**src/rtl/mmio_bridge.sv**
```systemverilog
// mmio_bridge: registered CPU-to-slave-bus bridge (decode/alignment checks, req/ready handshake with timeout, lane-aligned extended loads, fault cause out)
module mmio_bridge #(
  parameter int XLEN = 32,
  parameter int SLAVE_WIDTH = 4,
  parameter logic [2**SLAVE_WIDTH-1:0] SLAVE_MAP = 16'h1501,
  parameter int TIMEOUT = 255
) (
  input  logic                        clk,
  input  logic                        rst_n,
  input  logic                        mem_req,
  input  logic                        mem_wen,
  input  logic [2:0]                  mem_mode,
  input  logic [XLEN-1:0]             mem_addr,
  input  logic [XLEN-1:0]             mem_dat_i,
  output logic [XLEN-1:0]             mem_dat_o,
  output logic                        mem_ready,
  output logic                        mem_fault,
  output logic [1:0]                  fault_cause,
  input  logic [XLEN-1:0]             bus_dat_i,
  output logic [XLEN-1:0]             bus_dat_o,
  output logic [XLEN-SLAVE_WIDTH-1:0] bus_addr,
  output logic [SLAVE_WIDTH-1:0]      bus_num,
  output logic                        bus_req,
  output logic                        bus_wen,
  output logic [2:0]                  bus_mode,
  input  logic                        bus_ready_i
);
  typedef enum logic [1:0] {IDLE, BUS, DONE} state_t;
  localparam logic [15:0] TO = 16'(TIMEOUT);
  state_t state;
  logic [15:0] cnt;
  logic [SLAVE_WIDTH-1:0] num;
  logic dec_err, mis_err;
  logic [XLEN-1:0] wr_lanes, shifted, rd_ext;
  assign num = mem_addr[XLEN-1 -: SLAVE_WIDTH];
  assign dec_err = mem_mode == 3'b011 || mem_mode[2:1] == 2'b11 || !SLAVE_MAP[num];
  assign mis_err = (mem_mode[1:0] == 2'b01 && mem_addr[0]) || (mem_mode[1:0] == 2'b10 && mem_addr[1:0] != 2'b00);
  assign wr_lanes = mem_mode[1:0] == 2'b00 ? {4{mem_dat_i[7:0]}} :
                    mem_mode[1:0] == 2'b01 ? {2{mem_dat_i[15:0]}} : mem_dat_i;
  assign shifted = bus_dat_i >> {bus_addr[1:0], 3'b000};
  assign rd_ext = bus_mode[1:0] == 2'b00 ? {{24{!bus_mode[2] & shifted[7]}}, shifted[7:0]} :
                  bus_mode[1:0] == 2'b01 ? {{16{!bus_mode[2] & shifted[15]}}, shifted[15:0]} : shifted;
  always_ff @(posedge clk or negedge rst_n) begin
    if (!rst_n) begin
      state <= IDLE;
      cnt <= '0;
      mem_dat_o <= '0;
      mem_ready <= 1'b0;
      mem_fault <= 1'b0;
      fault_cause <= 2'b00;
      bus_dat_o <= '0;
      bus_addr <= '0;
      bus_num <= '0;
      bus_req <= 1'b0;
      bus_wen <= 1'b0;
      bus_mode <= 3'b000;
    end else begin
      case (state)
        IDLE: begin
          mem_ready <= 1'b0;
          if (mem_req) begin
            cnt <= '0;
            mem_dat_o <= '0;
            mem_fault <= dec_err || mis_err;
            fault_cause <= dec_err ? 2'b10 : mis_err ? 2'b01 : 2'b00;
            if (dec_err || mis_err) begin
              state <= DONE;
              mem_ready <= 1'b1;
            end else begin
              state <= BUS;
              bus_req <= 1'b1;
              bus_wen <= mem_wen;
              bus_num <= num;
              bus_addr <= mem_addr[XLEN-SLAVE_WIDTH-1:0];
              bus_mode <= mem_mode;
              bus_dat_o <= wr_lanes;
            end
          end
        end
        BUS: begin
          // ready in the same cycle the counter hits TIMEOUT still completes the access
          if (bus_ready_i || cnt == TO) begin
            state <= DONE;
            mem_ready <= 1'b1;
            bus_req <= 1'b0;
            bus_wen <= 1'b0;
            mem_fault <= !bus_ready_i;
            fault_cause <= bus_ready_i ? 2'b00 : 2'b11;
            mem_dat_o <= bus_ready_i && !bus_wen ? rd_ext : '0;
          end else begin
            cnt <= cnt + 16'd1;
          end
        end
        DONE: begin
          state <= IDLE;
          mem_ready <= 1'b0;
        end
        default: state <= IDLE;
      endcase
    end
  end
endmodule

```
**config.mk**
```make
export PLATFORM = sky130hd
export DESIGN_NAME = mmio_bridge
export DESIGN_NICKNAME = d
export VERILOG_FILES = /design/src/rtl/mmio_bridge.sv
export SDC_FILE = /design/constraint.sdc
export NUM_CORES = 1
export LEC_CHECK = 0
export ABC_AREA = 1
export BUFFER_PORTS_ARGS = -buffer_cell sky130_fd_sc_hd__buf_2
export CORE_UTILIZATION = 41
export CTS_BUF_LIST = sky130_fd_sc_hd__clkbuf_16
export DETAILED_ROUTE_END_ITERATION = 12
export GPL_TIMING_DRIVEN = 0
export PLACE_DENSITY = 0.69
export SETUP_SLACK_MARGIN = 0.02
export SYNTH_ARGS = -nofsm -noshare
export SYNTH_HDL_FRONTEND = slang
export SYNTH_SLANG_ARGS = --single-unit
```
**constraint.sdc**
```tcl
create_clock -name clk -period 1.6 [get_ports clk]
set_input_delay 0.24 -clock clk [delete_from_list [all_inputs] [get_ports clk]]
set_output_delay 0.24 -clock clk [all_outputs]
set_load 0.02 [all_outputs]
```
# [Word level (Yosys, flattened, before mapping)]
# Memory sizes are Yosys's and may differ from the RTL's.
# Index checks and enable logic that the tools add are counted.
# W data, S select, Z words.
[word_totals] regBits=123 latch_bits=0 ramBits=0 rom_bits=16 in_bits=104 out_inout_bits=105 word_cells=91 memories=1
[mem_list] memory="(name not given)" words=16 word_bits=1 rd=1 rd_clocked_by_memory_dff=0 wr=0 line_no="36" text="assign dec_err = mem_mode == 3'b011 || mem_mode[2:1] == 2'b11 || !SLAVE_MAP[num];"
[op_classes] add_sub_neg=1 multipliers=0 n_div=0 order_cmp=1 n_eq_ne=12 shifts=1 muxes=36 bitwise_logic=3 reduce_logical=24
[ops] op="$mux W32" count=7
[ops] op="$pmux W32 S2" count=1
[ops] op="$mux W16" count=2
[ops] op="$pmux W16 S2" count=1
[ops] op="$shr A32 B5 Y32" count=1
[ops] op="$add A16 B1 Y16 const B" count=1
[ops] op="$eq A16 B8 Y1 const B" count=1
[ops] op="$mux W2" count=7
[ops] op="$mux W1" count=12
[ops] op="$reduce_and A3 Y1" count=3
[ops] op="$ne A2 B2 Y1 const B" count=4
[ops] op="$pmux W2 S2" count=2
[ops] op="$eq A2 B1 Y1 const B" count=3
[ops] op="$eq A2 B2 Y1 const B" count=3
[ops] op="$logic_not A2 Y1" count=3
[ops] op="$pmux W1 S2" count=3
[ops] op="$logic_or A1 B1 Y1" count=5
[ops] op="$lt A4 B5 Y1 const B" count=1
[ops] op="$logic_not A1 Y1" count=4
[ops] op="$reduce_and A2 Y1" count=2
[ops] op="$reduce_and A4 Y1" count=1
[ops] op="$reduce_bool A2 Y1" count=2
[ops] op="$eq A3 B2 Y1 const B" count=1
[ops] op="$logic_and A1 B1 Y1" count=3
[ops] op="4 further kinds" count=5

# [Logic depth before layout (Yosys ltp)]
# Gate-level depths: netlist (run 1).
[logic_depth] depth_word=8 mapped_depth=11 mapped_depth_nobuf=10

# [Worst setup path after synthesis (run 1)]
# Ideal clock, no wire load.
[synth_path] path_kind="reg-to-reg" start="register state[1]" end="register mem_dat_o[17]" setup_ns=0.065 t_arrival_ns=1.571 required_ns=1.535 setup_slack_ns=-0.036 stages_incl_launch_ff=11 n_path_buf=2 period_less_slack_ns=1.636 path_cell_list="dfrtp_1 > inv_1 > ha_1 > buf_4 > inv_4 > nor2_4 > nand2_2 > a21oi_4 > buf_4 > nand3_1 > nand2_1"
[synth_between] elab_chain_len=3
[synth_lines] item="from (decl)" line_no="30" text="state_t state;"
[synth_lines] item="from (signal assigned)" line_no="45" text="state <= IDLE;"
[synth_lines] item="from (signal assigned)" line_no="67" text="state <= DONE;"
[synth_lines] item="from (signal assigned)" line_no="70" text="state <= BUS;"
[synth_lines] item="$eq A2 B1 Y1 or $logic_not A2 Y1 (tied branches)" line_no="58" text="case (state)"
[synth_lines] item="$ne A2 B2 Y1 (no line) or $reduce_bool A2 Y1 (tied branches)"
[synth_lines] item="$reduce_and A3 Y1 (no line)"
[synth_lines] item="to (signal assigned)" line_no="89" text="mem_dat_o <= bus_ready_i && !bus_wen ? rd_ext : '0;"
[synth_lines] item="to (decl)" line_no="15" text="output logic [XLEN-1:0] mem_dat_o,"
# Parallel ways exist; a longest one is shown, timed or not.
# A chain may end at the register's enable or synchronous reset.

# [Final worst setup path (run 1)]
[layout_path] start="register state[0]" end="register bus_addr[5]"
[layout_between] elab_chain_len=2
[layout_lines] item="$logic_not A2 Y1" line_no="58"
[layout_lines] item="$reduce_and A3 Y1 (no line)"
[layout_lines] item="to (signal assigned)" line_no="74" text="bus_addr <= mem_addr[XLEN-SLAVE_WIDTH-1:0];"
[layout_lines] item="to (decl)" line_no="21" text="output logic [XLEN-SLAVE_WIDTH-1:0] bus_addr,"
# No other way between the ends.

==> results of run 1 <==
placed cells by master (no fill, tap or decap), types with 4 or more instances in the layout:
| cell type | n |
|---|---|
| nor2_4 | 6 |
| clkbuf_16 | 21 |
| nand3_1 | 58 |
| nor2_1 | 34 |
| dfrtp_2 | 8 |
| clkinv_4 | 5 |
| dfrtp_1 | 115 |
| nand3_2 | 24 |
| buf_6 | 20 |
| buf_4 | 36 |
| xor2_1 | 9 |
| inv_1 | 35 |
| o21ai_1 | 12 |
| nand4_1 | 8 |
| buf_2 | 211 |
| o21a_1 | 17 |
| nand2_4 | 12 |
| inv_2 | 6 |
| clkbuf_2 | 4 |
| o21ai_0 | 34 |
| nand2_1 | 317 |
| bufinv_16 | 4 |
| buf_8 | 5 |
| o211ai_1 | 14 |
| clkbuf_1 | 5 |
| nand2_2 | 46 |
| o31ai_1 | 7 |
cell usage after synthesis (all sizes together):
master	n	area share
a21oi	3	0.0041
inv	43	0.026
clkbuf	11	0.0065
ha	4	0.0078
nand3	83	0.067
buf	30	0.037
o31ai	7	0.0082
nand2	375	0.23
o21bai	2	0.0023
o21ai	48	0.039
nand4	8	0.0078
o21a	17	0.020
o211ai	14	0.016
xnor2	1	0.0014
dfrtp	123	0.48
nand3b	1	0.0012
nor2	43	0.032
xor2	9	0.012
worst min-delay path: cells and delay by family:
kind                   cells  cell delay (ps)
buffers and inverters      1               70
and+or+nand+nor            2               90
flip-flops by register name, summed over array words and instances, names as in the netlist:
| name | flops |
|---|---|
| mem_ready | 1 |
| bus_addr | 28 |
| cnt | 16 |
| bus_req | 1 |
| mem_dat_o | 32 |
| mem_fault | 1 |
| state | 2 |
| fault_cause | 2 |
| bus_mode | 3 |
| bus_wen | 1 |
| bus_num | 4 |
| bus_dat_o | 32 |
stage by stage:
stage                     hold slack [ps]  total power [mW]  TNS (ps)  worst slack, ps
after global routing                25.33             15.98     -4405           -106.7
after floorplan                    -55.59             8.139         0            20.22
after CTS                           6.597             14.65         0            6.825
after global placement              440.7             10.02   -183410            -1387
after detailed placement            240.4             10.11    -17590           -260.2
final                               17.94             15.13    -68.32           -13.25
routing by layer:
metal	routed length, microns	vias up
li1	-	3177
met1	8535	3059
met2	9684	213
met3	1366	27
met4	337	0
met5	0	-
cells by family after synthesis:
logic type / synth area share
simple gates: 0.3380
flops: 0.4808
xor+xnor: 0.01368
compound gates: 0.09030
buf+inv: 0.06939
fa+ha+maj: 0.007819
report_power, final:
part	internal [mW]	switching (mW)	leakage [nW]	total [mW]
sequential	4.05	0.619	1.59	4.67
clock	2.64	1.55	0.310	4.19
combinational	2.32	3.95	2.99	6.27
total	9.00	6.12	4.89	15.1
what timing repair did:
item	CTS	global route
gates resized for setup	37	101
gates cloned	3	5
pin swaps	14	32
hold endpoints to repair	55	0
buffers inserted	22	15
setup endpoints to repair	118	99
hold buffers	1	0
path summary, 6_finish.rpt:
check	startpoint	endpoint	slack [ps]	cells after the start
worst max-delay path	state[0]	bus_addr[5]	-10	9
max in group asynchronous	rst_n	cnt[13]	510	3
worst min register to register	bus_addr[26]	bus_addr[26]	460	2
worst max register to register	state[0]	bus_addr[5]	-10	9
min in group asynchronous	rst_n	bus_num[0]	340	2
worst min-delay path	mem_addr[21]	bus_addr[21]	20	3
final cells by class:
type | count | share of cell area
Tap cell | 188 | 0.02552
Timing Repair Buffer | 253 | 0.1669
Multi-Input combinational cell | 616 | 0.3481
Clock inverter | 15 | 0.02321
Inverter | 43 | 0.01859
Buffer | 37 | 0.03651
Sequential cell | 123 | 0.3350
Clock buffer | 17 | 0.04615
==> flow_metrics.py, run 1 <==
metrics = {
    "drt": {
        "ant_nets": 0,
        "vias": 6476,
        "routed_via_density": 5.012,
        "drc": 0,
        "wl_per_cell_microns": 15.42,
        "drt_iter0_drc": 414,
        "first_pass_iters": 5,
        "wl_mm": 19.92,
    },
    "power_and_ir_drop": {
        "p_per_area_nw_per_um2": 1641,
        "peakVddDrop_uv": 1084,
        "power.leakage_nw": 4.888,
    },
    "timing": {
        "finClkSkew_ps": 9.883,
        "max-slew-margin-rel": 0.5519,
        "setup_violations": 13,
        "tightest_slew_ps": 672.1,
        "hold_viol_final": 0,
        "min_period_ps": 1613,
        "finalWorstSetupSlack_ps": -13.25,
        "slew_violations": 0,
        "post-route-period-util": 1.008,
        "fmax_mhz": 619.9,
        "grt_setup_unrepaired": "true",
    },
    "global_route": {
        "grt_usage": 0.2510,
        "grt-busiest-layer": "met2",
        "antenna_found_initial": 0,
        "grt.met1_usage": 0.3215,
        "use_met2": 0.4095,
        "grt_pass1_vias": 6321,
        "grt_pass1_wl_mm": 31.50,
        "met3_usage": 0.07128,
        "grt_max_degree": 69,
        "grt.overflow.total": 0,
    },
    "logic_synthesis": {
        "yosys_warnings": 0,
        "yosysUniqueCellTypes": 31,
        "syn_area_per_cell_sq_um": 7.787,
        "yosysSeqAreaShare": 0.4808,
        "synth_nets": 930,
        "synth_cells": 822,
        "syn_area_sq_um": 6401,
        "ys_ff_latch": 123,
    },
    "critical_path": {
        "cp_slowest_cell": "dfrtp_2",
        "path_cells": "inv_2 -> ha_4 -> nand2_4 -> nor2_4 -> inv_4 -> buf_8 -> buf_12 -> nand2_2 -> nand2_1",
        "path_buf_inv": 4,
        "worstPathArrival_ps": 1920,
        "critPathLaunchType": "flip-flop",
        "cp_top_family": "buffers and inverters",
        "crit_required_ps": 1910,
        "cp-end-kind": "flip-flop",
        "cp_max_fo": 10,
        "cp_slowest_stage_delay_ps": 440,
        "path_class": "flip-flop to flip-flop",
    },
    "layout": {
        "regArea_sq_um": 3088,
        "syn_to_final_growth_pct": 44.02,
        "multiInputGateArea_sq_um": 3209,
        "fillers": 1418,
        "postLayoutCellArea_sq_um": 9219,
        "layout.cells.non_filler": 1292,
        "drive_gt1_frac": 0.3904,
        "fin_util": 0.6064,
        "antenna_cells": 0,
        "final_nets": 1199,
    },
    "cts": {
        "htree_levels": 4,
        "cts_tree": "yes",
        "clock_sinks": 123,
        "cts.reportedPaths.clkPinSlew_ps": 60,
        "clk_path_buf_depth": 2,
        "clk_latency_ps": 420,
        "cts_made_buffers": 17,
        "clockRootBuffer": "clkbuf_16",
    },
    "place": {
        "gp_congestion": 0.9577,
        "dp_cells": 1218,
        "hpwlAfterDp_mm": 14.17,
        "placed_area_sq_um": 7734,
        "port_buffers": 207,
    },
    "floorplanning": {
        "die_h_microns": 127.0,
        "die_x_microns": 127.0,
        "start_util": 0.4211,
        "rows": 45,
        "core_area_sq_um": 15200,
        "die_area_sq_um": 16120,
        "ios": 209,
    },
    "min_path": {
        "hp-class": "input port to flip-flop",
    },
    "run": {
        "drv_cap": 0,
    },
    "outcome": {
        "status": "complete, but fails checks",
        "violations": "setup timing",
    },
}
No activity file was read; power rests on OpenSTA's default activity.
==> run 2, diff against run 1 <==
Settings changed: PLACE_DENSITY 0.69 to 0.67.
Clock period 1.6 ns to 2 ns, I/O delays scaled along.
==> flow_metrics.py, run 2 (synthesis gave the netlist of run 1 again) <==
metrics = {
    "min_path": {
        "hp-class": "input port to flip-flop",
    },
    "timing": {
        "min_period_ps": 1817,
        "tightest_slew_ps": 588.7,
        "setup_violations": 0,
        "hold_viol_final": 0,
        "max-slew-margin-rel": 0.6075,
        "post-route-period-util": 0.9085,
        "fmax_mhz": 550.3,
        "grt_setup_unrepaired": "false",
        "finClkSkew_ps": 9.794,
        "finalWorstSetupSlack_ps": 183.0,
        "slew_violations": 0,
    },
    "global_route": {
        "antenna_found_initial": 0,
        "grt.overflow.total": 0,
        "grt_pass1_vias": 6007,
        "grt_usage": 0.2386,
        "grt_pass1_wl_mm": 29.81,
        "grt_max_degree": 66,
    },
    "place": {
        "port_buffers": 207,
        "dp_cells": 1218,
        "gp_congestion": 0.9139,
        "dp_slack_ps": -5.945,
        "hpwlAfterDp_mm": 14.01,
    },
    "cts": {
        "clk_latency_ps": 420,
        "clockRootBuffer": "clkbuf_16",
        "cts_made_buffers": 17,
        "htree_levels": 4,
        "clock_sinks": 123,
        "cts.reportedPaths.clkPinSlew_ps": 60,
        "clk_path_buf_depth": 2,
        "cts_tree": "yes",
    },
    "power_and_ir_drop": {
        "power.leakage_nw": 4.527,
        "p_clk_frac": 0.276,
        "seq_power_share": 0.333,
        "p_comb_frac": 0.392,
        "switchingPower_mw": 4.501,
        "p_per_area_nw_per_um2": 1337,
        "switching_share": 0.4047,
        "peakVddDrop_uv": 724.0,
        "p_int_mw": 6.621,
    },
    "critical_path": {
        "cp-end-kind": "flip-flop",
        "cp_max_fo": 10,
        "worstPathArrival_ps": 2170,
        "crit_required_ps": 2350,
        "path_class": "flip-flop to flip-flop",
        "critPathLaunchType": "flip-flop",
    },
    "drt": {
        "drc": 0,
        "first_pass_iters": 5,
        "ant_nets": 0,
        "routed_via_density": 4.966,
        "vias": 6223,
        "wl_mm": 18.71,
        "drt_iter0_drc": 426,
        "wl_per_cell_microns": 14.93,
    },
    "layout": {
        "final_cell_mix": "nand2_1, buf_2, dfrtp_1, nand3_1, o21ai_0",
        "layout.cells.non_filler": 1253,
        "final_nets": 1160,
        "final_common_cell": "nand2_1",
        "drive_gt1_frac": 0.2864,
        "top_regs": "bus_dat_o x32, mem_dat_o x32, bus_addr x28",
        "syn_to_final_growth_pct": 29.98,
        "antenna_cells": 0,
    },
    "floorplanning": {
        "core_area_sq_um": 15200,
        "die_h_microns": 127.0,
        "ios": 209,
        "rows": 45,
        "die_x_microns": 127.0,
        "die_area_sq_um": 16120,
        "start_util": 0.4211,
    },
    "outcome": {
        "status": "finished, final reports clean",
    },
    "run": {
        "drv_cap": 0,
    },
}
==> run 2: metrics by stage <==
| stage | hold WS (ps) | cell area (sq um) | power, mW | setup TNS, ps | util |
|---|---|---|---|---|---|
| 6_report | 80.92 | 8320 | 11.12 | 0 | 0.5473 |
| 5_1_grt | 80.15 | 8320 | 11.75 | 0 | 0.5473 |
| 4_1_cts | 68.69 | 8305 | 11.16 | 0 | 0.5463 |
| 3_5_place_dp | 315.6 | 7706 | 8.059 | -5.945 | 0.5069 |
| 3_3_place_gp | 449.6 | 7672 | 7.999 | -129020 | 0.5047 |
| 2_1_floorplan | 4.409 | 6401 | 6.501 | 0 | - |
==> run 2: critical path, cell delays in order (launching register included) <==
cell and delay, ps:
dfrtp_1 400, ha_1 280, nand3_2 140, nor2_2 170
nand2_2 90, nand2_4 90, nand2_4 70, nor2_4 210
buf_6 170, nand3_1 70, nand2_1 70
==> run 2: worst paths after layout <==
| path | slack (ps) | depth (start not counted) | start | to |
|---|---|---|---|---|
| hold / removal | 80 | 3 | mem_addr[5] | bus_addr[5] |
| min in group asynchronous | 430 | 2 | rst_n | cnt[6] |
| max in group asynchronous | 850 | 3 | rst_n | bus_mode[2] |
| setup / recovery | 180 | 10 | cnt[0] | mem_dat_o[24] |
| hold reg to reg | 470 | 2 | bus_addr[20] | bus_addr[20] |
| setup reg to reg | 180 | 10 | cnt[0] | mem_dat_o[24] |
==> run 2: layout make-up <==
cell class	instances	area, sq um
buffer	41	282.8
clock buffer	17	425.4
clock inverter	15	156.4
fill	1529	6882
inverter	43	163.9
multi-input combinational	615	2884
sequential	123	3078
tap	188	235.2
timing repair buffer	211	1095
==> run 2: power groups by stage <==
stage | Sequential (mW) | Clock [mW] | Combinational (mW)
2_1_floorplan | 4.60 | 0 | 1.90
3_3_place_gp | 3.70 | 0 | 4.30
3_5_place_dp | 3.71 | 0 | 4.35
4_1_cts | 3.70 | 3.10 | 4.36
5_1_grt | 3.78 | 3.23 | 4.74
6_report | 3.70 | 3.06 | 4.36
==> run 2: timing repair <==
item                                    CTS  global route
gates resized for setup                   0             2
pin swaps                                 0             1
setup buffers                             1             1
gates cloned                              0             0
hold buffers                              1             0
endpoints found under the setup margin   10            20
endpoints found under the hold margin    58             0
==> run 2: layer usage <==
layer  vias to the layer above  share of wire  global-route usage
met5                         -              0                   0
met4                         0          0.021             0.08473
met3                        26          0.088             0.08477
met2                       237           0.47              0.3849
met1                      2863           0.42              0.2954
li1                       3097              -                   -
==> run 3, diff against run 2 <==
Settings changed: RECOVER_POWER set to 100.
==> flow_metrics.py, run 3 (synthesis gave the netlist of run 1 again) <==
metrics = {
    "timing": {
        "slew_violations": 0,
        "min_period_ps": 1837,
        "grt_setup_unrepaired": "false",
        "tightest_slew_ps": 817.5,
        "post-route-period-util": 0.9187,
        "max-slew-margin-rel": 0.4550,
        "fin_setup_tns_ps": 0,
        "finalWorstSetupSlack_ps": 162.7,
        "hold_viol_final": 0,
        "fmax_mhz": 544.3,
        "finClkSkew_ps": 8.469,
        "setup_violations": 0,
    },
    "layout": {
        "antenna_cells": 0,
        "final_nets": 1160,
        "final_common_cell": "nand2_1",
        "fillers": 1583,
        "syn_to_final_growth_pct": 27.25,
        "final_cell_mix": "nand2_1, dfrtp_1, clkbuf_1, buf_2, nand3_1",
        "top_regs": "bus_dat_o x32, mem_dat_o x32, bus_addr x28",
        "drive_gt1_frac": 0.1803,
    },
    "power_and_ir_drop": {
        "p_per_area_nw_per_um2": 1337,
        "peakVddDrop_uv": 733.8,
        "power.leakage_nw": 4.136,
    },
    "cts": {
        "clock_sinks": 123,
        "htree_levels": 4,
        "cts_made_buffers": 17,
        "clk_path_buf_depth": 2,
        "clockRootBuffer": "clkbuf_16",
        "cts_tree": "yes",
        "cts.reportedPaths.clkPinSlew_ps": 60,
        "clk_latency_ps": 420,
    },
    "global_route": {
        "grt_max_degree": 66,
        "antenna_found_initial": 0,
        "grt-busiest-layer": "met2",
        "grt.met1_usage": 0.2954,
        "grt_usage": 0.2386,
        "grt_pass1_vias": 6007,
        "met3_usage": 0.08477,
        "use_met2": 0.3849,
        "grt_pass1_wl_mm": 29.81,
        "grt.overflow.total": 0,
    },
    "critical_path": {
        "worstPathArrival_ps": 2190,
        "path_class": "flip-flop to flip-flop",
        "critPathLaunchType": "flip-flop",
        "cp_max_fo": 10,
        "cp-end-kind": "flip-flop",
        "cp_slowest_cell": "dfrtp_1",
        "crit_required_ps": 2350,
        "cp_slowest_stage_delay_ps": 390,
        "path_cells": "inv_1 -> ha_1 -> buf_4 -> inv_4 -> nor2_4 -> nand2_4 -> nand2_4 -> buf_6 -> clkbuf_4 -> nand2_1 -> nand2_1",
    },
    "drt": {
        "wl_mm": 18.69,
        "ant_nets": 0,
        "vias": 6225,
        "drc": 0,
        "drt_iter0_drc": 479,
        "first_pass_iters": 7,
        "routed_via_density": 4.968,
        "wl_per_cell_microns": 14.92,
    },
    "floorplanning": {
        "die_area_sq_um": 16120,
        "ios": 209,
        "start_util": 0.4211,
        "core_area_sq_um": 15200,
        "rows": 45,
        "die_h_microns": 127.0,
        "die_x_microns": 127.0,
    },
    "place": {
        "dp_slack_ps": -5.945,
        "gp_congestion": 0.9139,
        "port_buffers": 207,
        "hpwlAfterDp_mm": 14.01,
    },
    "run": {
        "drv_cap": 0,
    },
    "min_path": {
        "hp-class": "input port to flip-flop",
    },
    "outcome": {
        "status": "finished, final reports clean",
    },
}
run 3: cell types whose count changed in the layout (fill, tap and decap cells not counted):
cell      before  now
clkbuf_2       0    8
buf_2        216  104
o21ai_1        5    1
inv_1         37   38
nand2_1      356  363
buf_16         1    0
clkbuf_4       1    2
o21ai_0       42   46
inv_2          5    4
nand2_2       16    9
buf_6         12   11
clkbuf_1      11  116
run 3: layout make-up:
class                           count  area (sq um)  area share
Timing Repair Buffer              211         943.4      0.1158
Clock inverter                     15         156.4     0.01920
Sequential cell                   123          3078      0.3779
Inverter                           43         163.9     0.02012
Clock buffer                       17         425.4     0.05223
Multi-Input combinational cell    615          2867      0.3519
Tap cell                          188         235.2     0.02888
Buffer                             41         276.5     0.03395
run 3: timing repair:
action                                  CTS  global route
resized for setup                         0             2
setup buffers                             1             1
hold buffers                              1             0
hold endpoints to repair                 58             0
pin swaps                                 0             1
endpoints found under the setup margin   10            20
run 3: final timing paths:
check | start | end | slack [ps] | cells past startpoint
setup / recovery | state[1] | mem_dat_o[13] | 160 | 11
hold / removal | mem_addr[5] | bus_addr[5] | 80 | 3
setup reg to reg | state[1] | mem_dat_o[13] | 160 | 11
hold reg to reg | bus_addr[9] | bus_addr[9] | 470 | 2
max in group asynchronous | rst_n | bus_mode[2] | 360 | 3
min in group asynchronous | rst_n | cnt[6] | 420 | 2
run 3: stage by stage:
stage                     total power [mW]    util  cell area, sq um  cells  hold WS, ps
final                                10.89  0.5358              8145   1253        82.89
after global routing                 11.52  0.5358              8145   1253        80.18
after CTS                            11.16  0.5463              8305   1252        68.69
after detailed placement             8.059  0.5069              7706   1218        315.6
after global placement               7.999  0.5047              7672   1217        449.6
after floorplan                      6.501       -              6401    822        4.409
run 3: power breakdown:
| group | total [mW] | switching (mW) | internal, mW |
|---|---|---|---|
| combinational | 4.12 | 2.89 | 1.23 |
| sequential | 3.71 | 0.474 | 3.23 |
| clock | 3.07 | 1.13 | 1.93 |
run 3: routing by layer:
layer	share of wire	vias up	wire, microns
met5	0	-	0
met4	0.021	0	391
met3	0.090	27	1679
met2	0.47	249	8718
met1	0.42	2850	7905
li1	-	3099	-
run 3: critical path: cells and delay by family (launching register included):
family	cells	cell delay [ps]
buffers and inverters	5	770
AND/OR/NAND/NOR	5	460
flip-flops	1	390
adder cells (fa/ha/maj)	1	150
